<file path="config.mk">
export PLATFORM = sky130hd
export DESIGN_NAME = sys_array_sequencer
export DESIGN_NICKNAME = d
export VERILOG_FILES = /design/src/rtl/sys_array_sequencer.sv
export SDC_FILE = /design/constraint.sdc
export NUM_CORES = 1
export LEC_CHECK = 0
export BUFFER_PORTS_ARGS = -buffer_cell sky130_fd_sc_hd__buf_2
export CAP_MARGIN = 20
export CORE_ASPECT_RATIO = 1.2
export CORE_MARGIN = 2
export CORE_UTILIZATION = 57
export CTS_BUF_LIST = sky130_fd_sc_hd__clkbuf_8
export DETAILED_ROUTE_END_ITERATION = 16
export PLACE_DENSITY_LB_ADDON = 0.25
export SLEW_MARGIN = 20
export SYNTH_ARGS = -nofsm -noshare
export SYNTH_HDL_FRONTEND = slang
export SYNTH_SLANG_ARGS = --single-unit
</file>
<file path="constraint.sdc">
create_clock -name clk -period 15.2 [get_ports clk]
set_input_delay 0.76 -clock clk [delete_from_list [all_inputs] [get_ports clk]]
set_output_delay 0.76 -clock clk [all_outputs]
set_load 0.05 [all_outputs]
</file>
<file path="src/rtl/sys_array_sequencer.sv">
// sys_array_sequencer: job-level controller for the systolic array fetcher.
// Accepts a job, pulses load_params, holds start_comp until the fetcher's
// ready rises, snapshots the ARRAY_W x ARRAY_W result matrix and streams it
// out row-major over a valid/ready handshake.
// Optional feature macro: SEQ_TIMEOUT_EN (COMPUTE timeout with sticky err).
module sys_array_sequencer #(
    parameter int unsigned DATA_WIDTH  = 8,
    parameter int unsigned ARRAY_W     = 5,
    parameter int unsigned LOAD_CYCLES = 2,
    parameter int unsigned TIMEOUT     = 1024
) (
    input  logic                                          clk,
    input  logic                                          reset,
    input  logic                                          job_valid,
    output logic                                          job_ready,
    output logic                                          arr_load_params,
    output logic                                          arr_start_comp,
    input  logic                                          arr_ready,
    input  logic [ARRAY_W*ARRAY_W*2*DATA_WIDTH-1:0]       arr_result,
    output logic                                          res_valid,
    input  logic                                          res_ready,
    output logic [2*DATA_WIDTH-1:0]                       res_data,
    output logic [$clog2(ARRAY_W*ARRAY_W)-1:0]            res_index,
    output logic                                          res_last,
    output logic                                          busy,
    output logic                                          done,
    output logic                                          err
);

    localparam int unsigned N  = ARRAY_W * ARRAY_W;
    localparam int unsigned EW = 2 * DATA_WIDTH;
    localparam int unsigned IW = $clog2(ARRAY_W * ARRAY_W);
    localparam int unsigned LW = 4;

    typedef enum logic [2:0] {
        S_IDLE,
        S_LOAD,
        S_COMPUTE,
        S_CAPTURE,
        S_STREAM,
        S_DONE
    } state_t;

    state_t          state;
    state_t          state_nxt;
    logic [LW-1:0]   load_cnt;
    logic            ready_q;
    logic            low_seen;
    logic [EW-1:0]   snap [N];
    logic [IW-1:0]   k;

    logic            accept_c;
    logic            complete_c;
    logic            beat_c;
    logic            last_k_c;
    logic            tmo_hit_c;

    assign accept_c   = job_valid && job_ready;
    // A level already high on entry must be seen low before an edge counts.
    assign complete_c = (state == S_COMPUTE) && arr_ready && !ready_q && low_seen;
    assign beat_c     = res_valid && res_ready;
    assign last_k_c   = (k == IW'(N - 1));

`ifdef SEQ_TIMEOUT_EN
    localparam int unsigned TW = $clog2(TIMEOUT + 1);

    logic [TW-1:0] tmo_cnt;
    logic          err_q;

    assign tmo_hit_c = (state == S_COMPUTE) && (tmo_cnt == TW'(TIMEOUT - 1));

    // COMPUTE cycle counter, cleared whenever not computing.
    always_ff @(posedge clk) begin
        if (reset) begin
            tmo_cnt <= '0;
        end else if (state == S_COMPUTE) begin
            tmo_cnt <= tmo_cnt + TW'(1);
        end else begin
            tmo_cnt <= '0;
        end
    end

    // Sticky timeout flag, cleared by the next accepted job.
    always_ff @(posedge clk) begin
        if (reset) begin
            err_q <= 1'b0;
        end else if (accept_c) begin
            err_q <= 1'b0;
        end else if (tmo_hit_c && !complete_c) begin
            err_q <= 1'b1;
        end
    end

    assign err = err_q;
`else
    assign tmo_hit_c = 1'b0;
    assign err       = 1'b0;
`endif

    // State register.
    always_ff @(posedge clk) begin
        if (reset) begin
            state <= S_IDLE;
        end else begin
            state <= state_nxt;
        end
    end

    // Next-state logic.
    always_comb begin
        state_nxt = state;
        case (state)
            S_IDLE:    if (accept_c) state_nxt = S_LOAD;
            S_LOAD:    if (load_cnt == LW'(LOAD_CYCLES - 1)) state_nxt = S_COMPUTE;
            S_COMPUTE: begin
                if (complete_c) begin
                    state_nxt = S_CAPTURE;
                end else if (tmo_hit_c) begin
                    state_nxt = S_DONE;
                end
            end
            S_CAPTURE: state_nxt = S_STREAM;
            S_STREAM:  if (beat_c && last_k_c) state_nxt = S_DONE;
            S_DONE:    state_nxt = S_IDLE;
            default:   state_nxt = S_IDLE;
        endcase
    end

    // LOAD phase length counter.
    always_ff @(posedge clk) begin
        if (reset) begin
            load_cnt <= '0;
        end else if (state == S_LOAD) begin
            load_cnt <= load_cnt + LW'(1);
        end else begin
            load_cnt <= '0;
        end
    end

    // Fetcher ready edge tracking; both flags start clear on COMPUTE entry.
    always_ff @(posedge clk) begin
        if (reset) begin
            ready_q  <= 1'b0;
            low_seen <= 1'b0;
        end else if (state == S_COMPUTE) begin
            ready_q <= arr_ready;
            if (!arr_ready) begin
                low_seen <= 1'b1;
            end
        end else begin
            ready_q  <= 1'b0;
            low_seen <= 1'b0;
        end
    end

    // Result snapshot and registered stream payload.
    always_ff @(posedge clk) begin
        if (reset) begin
            for (int unsigned i = 0; i < N; i++) begin
                snap[i] <= '0;
            end
            k         <= '0;
            res_data  <= '0;
            res_index <= '0;
            res_last  <= 1'b0;
        end else if (state == S_CAPTURE) begin
            for (int unsigned i = 0; i < N; i++) begin
                snap[i] <= arr_result[i*EW +: EW];
            end
            k         <= '0;
            res_data  <= arr_result[0 +: EW];
            res_index <= '0;
            res_last  <= (N == 1);
        end else if ((state == S_STREAM) && beat_c && !last_k_c) begin
            k         <= k + IW'(1);
            res_data  <= snap[k + IW'(1)];
            res_index <= k + IW'(1);
            res_last  <= ((k + IW'(1)) == IW'(N - 1));
        end
    end

    // Registered control outputs derived from the upcoming state.
    always_ff @(posedge clk) begin
        if (reset) begin
            job_ready       <= 1'b1;
            busy            <= 1'b0;
            arr_load_params <= 1'b0;
            arr_start_comp  <= 1'b0;
            res_valid       <= 1'b0;
            done            <= 1'b0;
        end else begin
            job_ready       <= (state_nxt == S_IDLE);
            busy            <= (state_nxt != S_IDLE);
            arr_load_params <= (state_nxt == S_LOAD);
            arr_start_comp  <= (state_nxt == S_COMPUTE);
            res_valid       <= (state_nxt == S_STREAM);
            done            <= (state_nxt == S_DONE);
        end
    end

endmodule

</file>
==> PnR_summary.wiki <==
{| class="wikitable"
! Metric !! Value
|-
| Number of rows in the core area || 76
|-
| Count of H-tree levels built during CTS || 3
|-
| Filler instances || 2618
|-
| Count of boundary I/O pins || about 430
|-
| Required time of the critical path || 15.66 ns
|-
| Setup repair after global routing missed its margin || false
|-
| Slew Limit Headroom || 28.3%
|-
| Number of synthesis warnings || 0
|-
| Async S/R FF share, synth || 0%
|-
| Vertical die dimension || 212 µm
|-
| Via count || 13700
|-
| Endpoint type of the worst setup path || flip-flop
|-
| Routability Congestion || 0.905
|-
| Total clock buffers created by CTS || 71
|-
| Number of hold violations in the final report || 0
|-
| Via count of the first global-routing pass || 13700
|-
| Core Footprint || 35700 µm²
|-
| Share of the core filled with cells || 67.8%
|-
| Average instance area after synthesis || 13.4 µm²
|-
| Total Neg Setup Slack || 0 ns
|-
| Worst vdd ir || approximately 0.00008 V
|-
| CP Class || reg2reg
|-
| Post-Syn Instances || 1527
|-
| Post-CTS resize count || 0
|-
| Total number of clock tree sinks || 437
|-
| Fraction of layout cells with a size suffix above 1 || 31.4%
|-
| Pre-Repair DR Iteration Count || 5
|-
| DRC violations left || 0
|-
| Antenna violation net count after detailed routing || 0
|-
| Clock root cell || sky130_fd_sc_hd__clkbuf_8
|-
| Ratio of routed vias to standard cells || ~5.6
|-
| Worst-case clock buffer depth || 3
|-
| Clock slew seen by the registers of the worst setup and hold paths || 0.07 ns
|-
| Final net count || ~2300
|-
| CTS tree || built
|-
| Placed wire-length estimate after detailed placement || ~38000 µm
|-
| Global-route congestion overflow total || 0
|-
| IO Port Bufs || between 400 and 500
|-
| Routed Wire Length || 53700 µm
|-
| Critical path peak fanout || 101
|-
| Post-route fraction of the period consumed by the critical path || 27.3%
|-
| Antenna violations before repair || 2
|-
| CP arrival || about 4.6 ns
|-
| Initial DRC Count || ~1200
|-
| Final setup violating endpoints || 0
|-
| Initial standard-cell utilization of the core || approximately 57%
|-
| Total power || 2.47 mW
|-
| Fraction of synthesized cell area taken by the top area cell type || 58.7%
|-
| Slew Limit Fails || 0
|-
| Outcome || finished clean
|-
| Final clock skew || 0.0312 ns
|-
| Maximum clock frequency || approximately 240 MHz
|-
| Hold Worst Slack || 0.374 ns
|-
| Average wire per standard cell || 21.9 µm
|-
| Net count of the mapped netlist || between 1500 and 2000
|-
| Top cell type by total area after synthesis || sky130_fd_sc_hd__edfxtp_1
|-
| Period minus WS final || 4.15 ns
|-
| Clock latency of the later-clocked register in the worst-skew pair || 0.61 ns
|-
| Main synth FF type || sky130_fd_sc_hd__edfxtp_1
|-
| Worst slack at placement || 10.89 ns
|-
| Share of synthesized area occupied by flip-flops and latches || 62.3%
|-
| Setup Buffers After CTS || 0
|-
| Area growth, synth to finish || 18.2%
|-
| Chip Width || 177 µm
|-
| Cell types occupying the most area after synthesis || sky130_fd_sc_hd__edfxtp_1, sky130_fd_sc_hd__and2_1, sky130_fd_sc_hd__mux4_2
|-
| Crit path launch type || flip-flop
|-
| Post-synthesis sequential element count || 437
|-
| Power density relative to cell area || 102 nW/µm²
|-
| # hold bufs at CTS || 0
|-
| Cell area after technology mapping || 20500 µm²
|-
| Tightest Pin Transition || ~1.1 ns
|-
| GRT Resource Usage Total || between 20 and 30%
|-
| Max-cap violations || 0
|-
| Die footprint || 37400 µm²
|-
| Leading cell types by count after synthesis || sky130_fd_sc_hd__edfxtp_1, sky130_fd_sc_hd__and2_1, sky130_fd_sc_hd__nor2b_1, sky130_fd_sc_hd__nand2_1, sky130_fd_sc_hd__clkbuf_1
|-
| Most used standard cell by instance count after synthesis || sky130_fd_sc_hd__edfxtp_1
|-
| Worst Hold Class || in2reg
|-
| Number of flops mapped to enable cells by yosys || 400
|-
| Netlist cell types || 60
|-
| Final worst setup slack || 11.05 ns
|-
| Pin count of the biggest net entering global routing || ~180
|-
| Leakage power || a little under 10 nW
|-
| First-pass GRT wire length || around 77000 µm
|}
-- final cells by class --
type                            count  area, µm²  share of cell area [%]
Sequential cell                   437      12800                    52.8
Multi-Input combinational cell    966       7160                    29.6
Timing Repair Buffer              446       2310                    9.57
Clock buffer                       81       1110                    4.61
Tap cell                          468        586                    2.42
Clock inverter                     44        210                   0.869
Inverter                            7       33.8                   0.140
Antenna cell                        1       2.50                  0.0103
-- worst paths after layout --
check,from,to,slack [ns],cells after the start
worst max register to register,k[0],res_data[1],11.05,7
worst min-delay path,arr_ready,low_seen,0.37,2
worst min register to register,low_seen,low_seen,0.45,2
worst max-delay path,k[0],res_data[1],11.05,7
-- flip-flops by register name, indices dropped and copies added, names as in the netlist --
signal and count:
snap 400, res_data 16, k 5, load_cnt 4, state 3, arr_load_params 1, arr_start_comp 1, busy 1
done 1, job_ready 1, low_seen 1, ready_q 1, res_last 1, res_valid 1
-- stage by stage --
stage	std cells	cell area [µm²]
after floorplan	1527	20500
after global placement	2321	22800
after detailed placement	2322	22800
after CTS	2447	24100
after global routing	2449	24200
final	2450	24200
-- power breakdown --
| part | internal, mW | total (mW) | switching [mW] |
|---|---|---|---|
| logic | 0.0635 | 0.135 | 0.0716 |
| registers | 1.36 | 1.38 | 0.0192 |
| clock network | 0.503 | 0.955 | 0.453 |
| total | 1.93 | 2.47 | 0.544 |
-- cell usage in the layout (no fill, tap or decap), types with 25 or more instances in the layout --
cell                         n
sky130_fd_sc_hd__edfxtp_1  400
sky130_fd_sc_hd__nor3b_1    46
sky130_fd_sc_hd__mux4_2     52
sky130_fd_sc_hd__dfxtp_1    36
sky130_fd_sc_hd__mux2i_1    36
sky130_fd_sc_hd__nor3_1     25
sky130_fd_sc_hd__nor2b_1   155
sky130_fd_sc_hd__nand3_1    53
sky130_fd_sc_hd__nand2_1   105
sky130_fd_sc_hd__clkbuf_8   81
sky130_fd_sc_hd__nor2_1     29
sky130_fd_sc_hd__buf_2     431
sky130_fd_sc_hd__inv_1      37
sky130_fd_sc_hd__and2_1    290
-- layer usage --
metal	vias to the layer above	wire length, µm	part of all wire (%)	GRT usage [%]
li1	6349	-	-	-
met2	620	26900	50	47.6
met3	137	4310	8.0	7.35
met1	6610	19500	36	32.8
met5	-	13	0.024	0
met4	2	2950	5.5	16.4
-- critical path: stages, from the launching register on --
cell	delay (ns)
sky130_fd_sc_hd__dfxtp_4	0.92
sky130_fd_sc_hd__inv_1	0.25
sky130_fd_sc_hd__ha_4	0.75
sky130_fd_sc_hd__buf_4	0.86
sky130_fd_sc_hd__mux4_2	0.43
sky130_fd_sc_hd__nor2b_1	0.14
sky130_fd_sc_hd__a2111oi_0	0.49
sky130_fd_sc_hd__a2111oi_1	0.11
-- kinds of logic (layout without fill, tap and decap cells) --
kind of cell    count (synthesis)  after routing  share of synthesized area, %
fa+ha+maj                       5              5                         0.306
other cells                     1              2                        0.0183
mux                            98             98                          8.04
flops                         437            437                          62.3
xor+xnor                        9              9                         0.422
simple gates                  757            757                          21.6
compound gates                 96             96                          4.23
buf+inv                       124            578                          3.03
No activity file was read; power rests on OpenSTA's default activity.
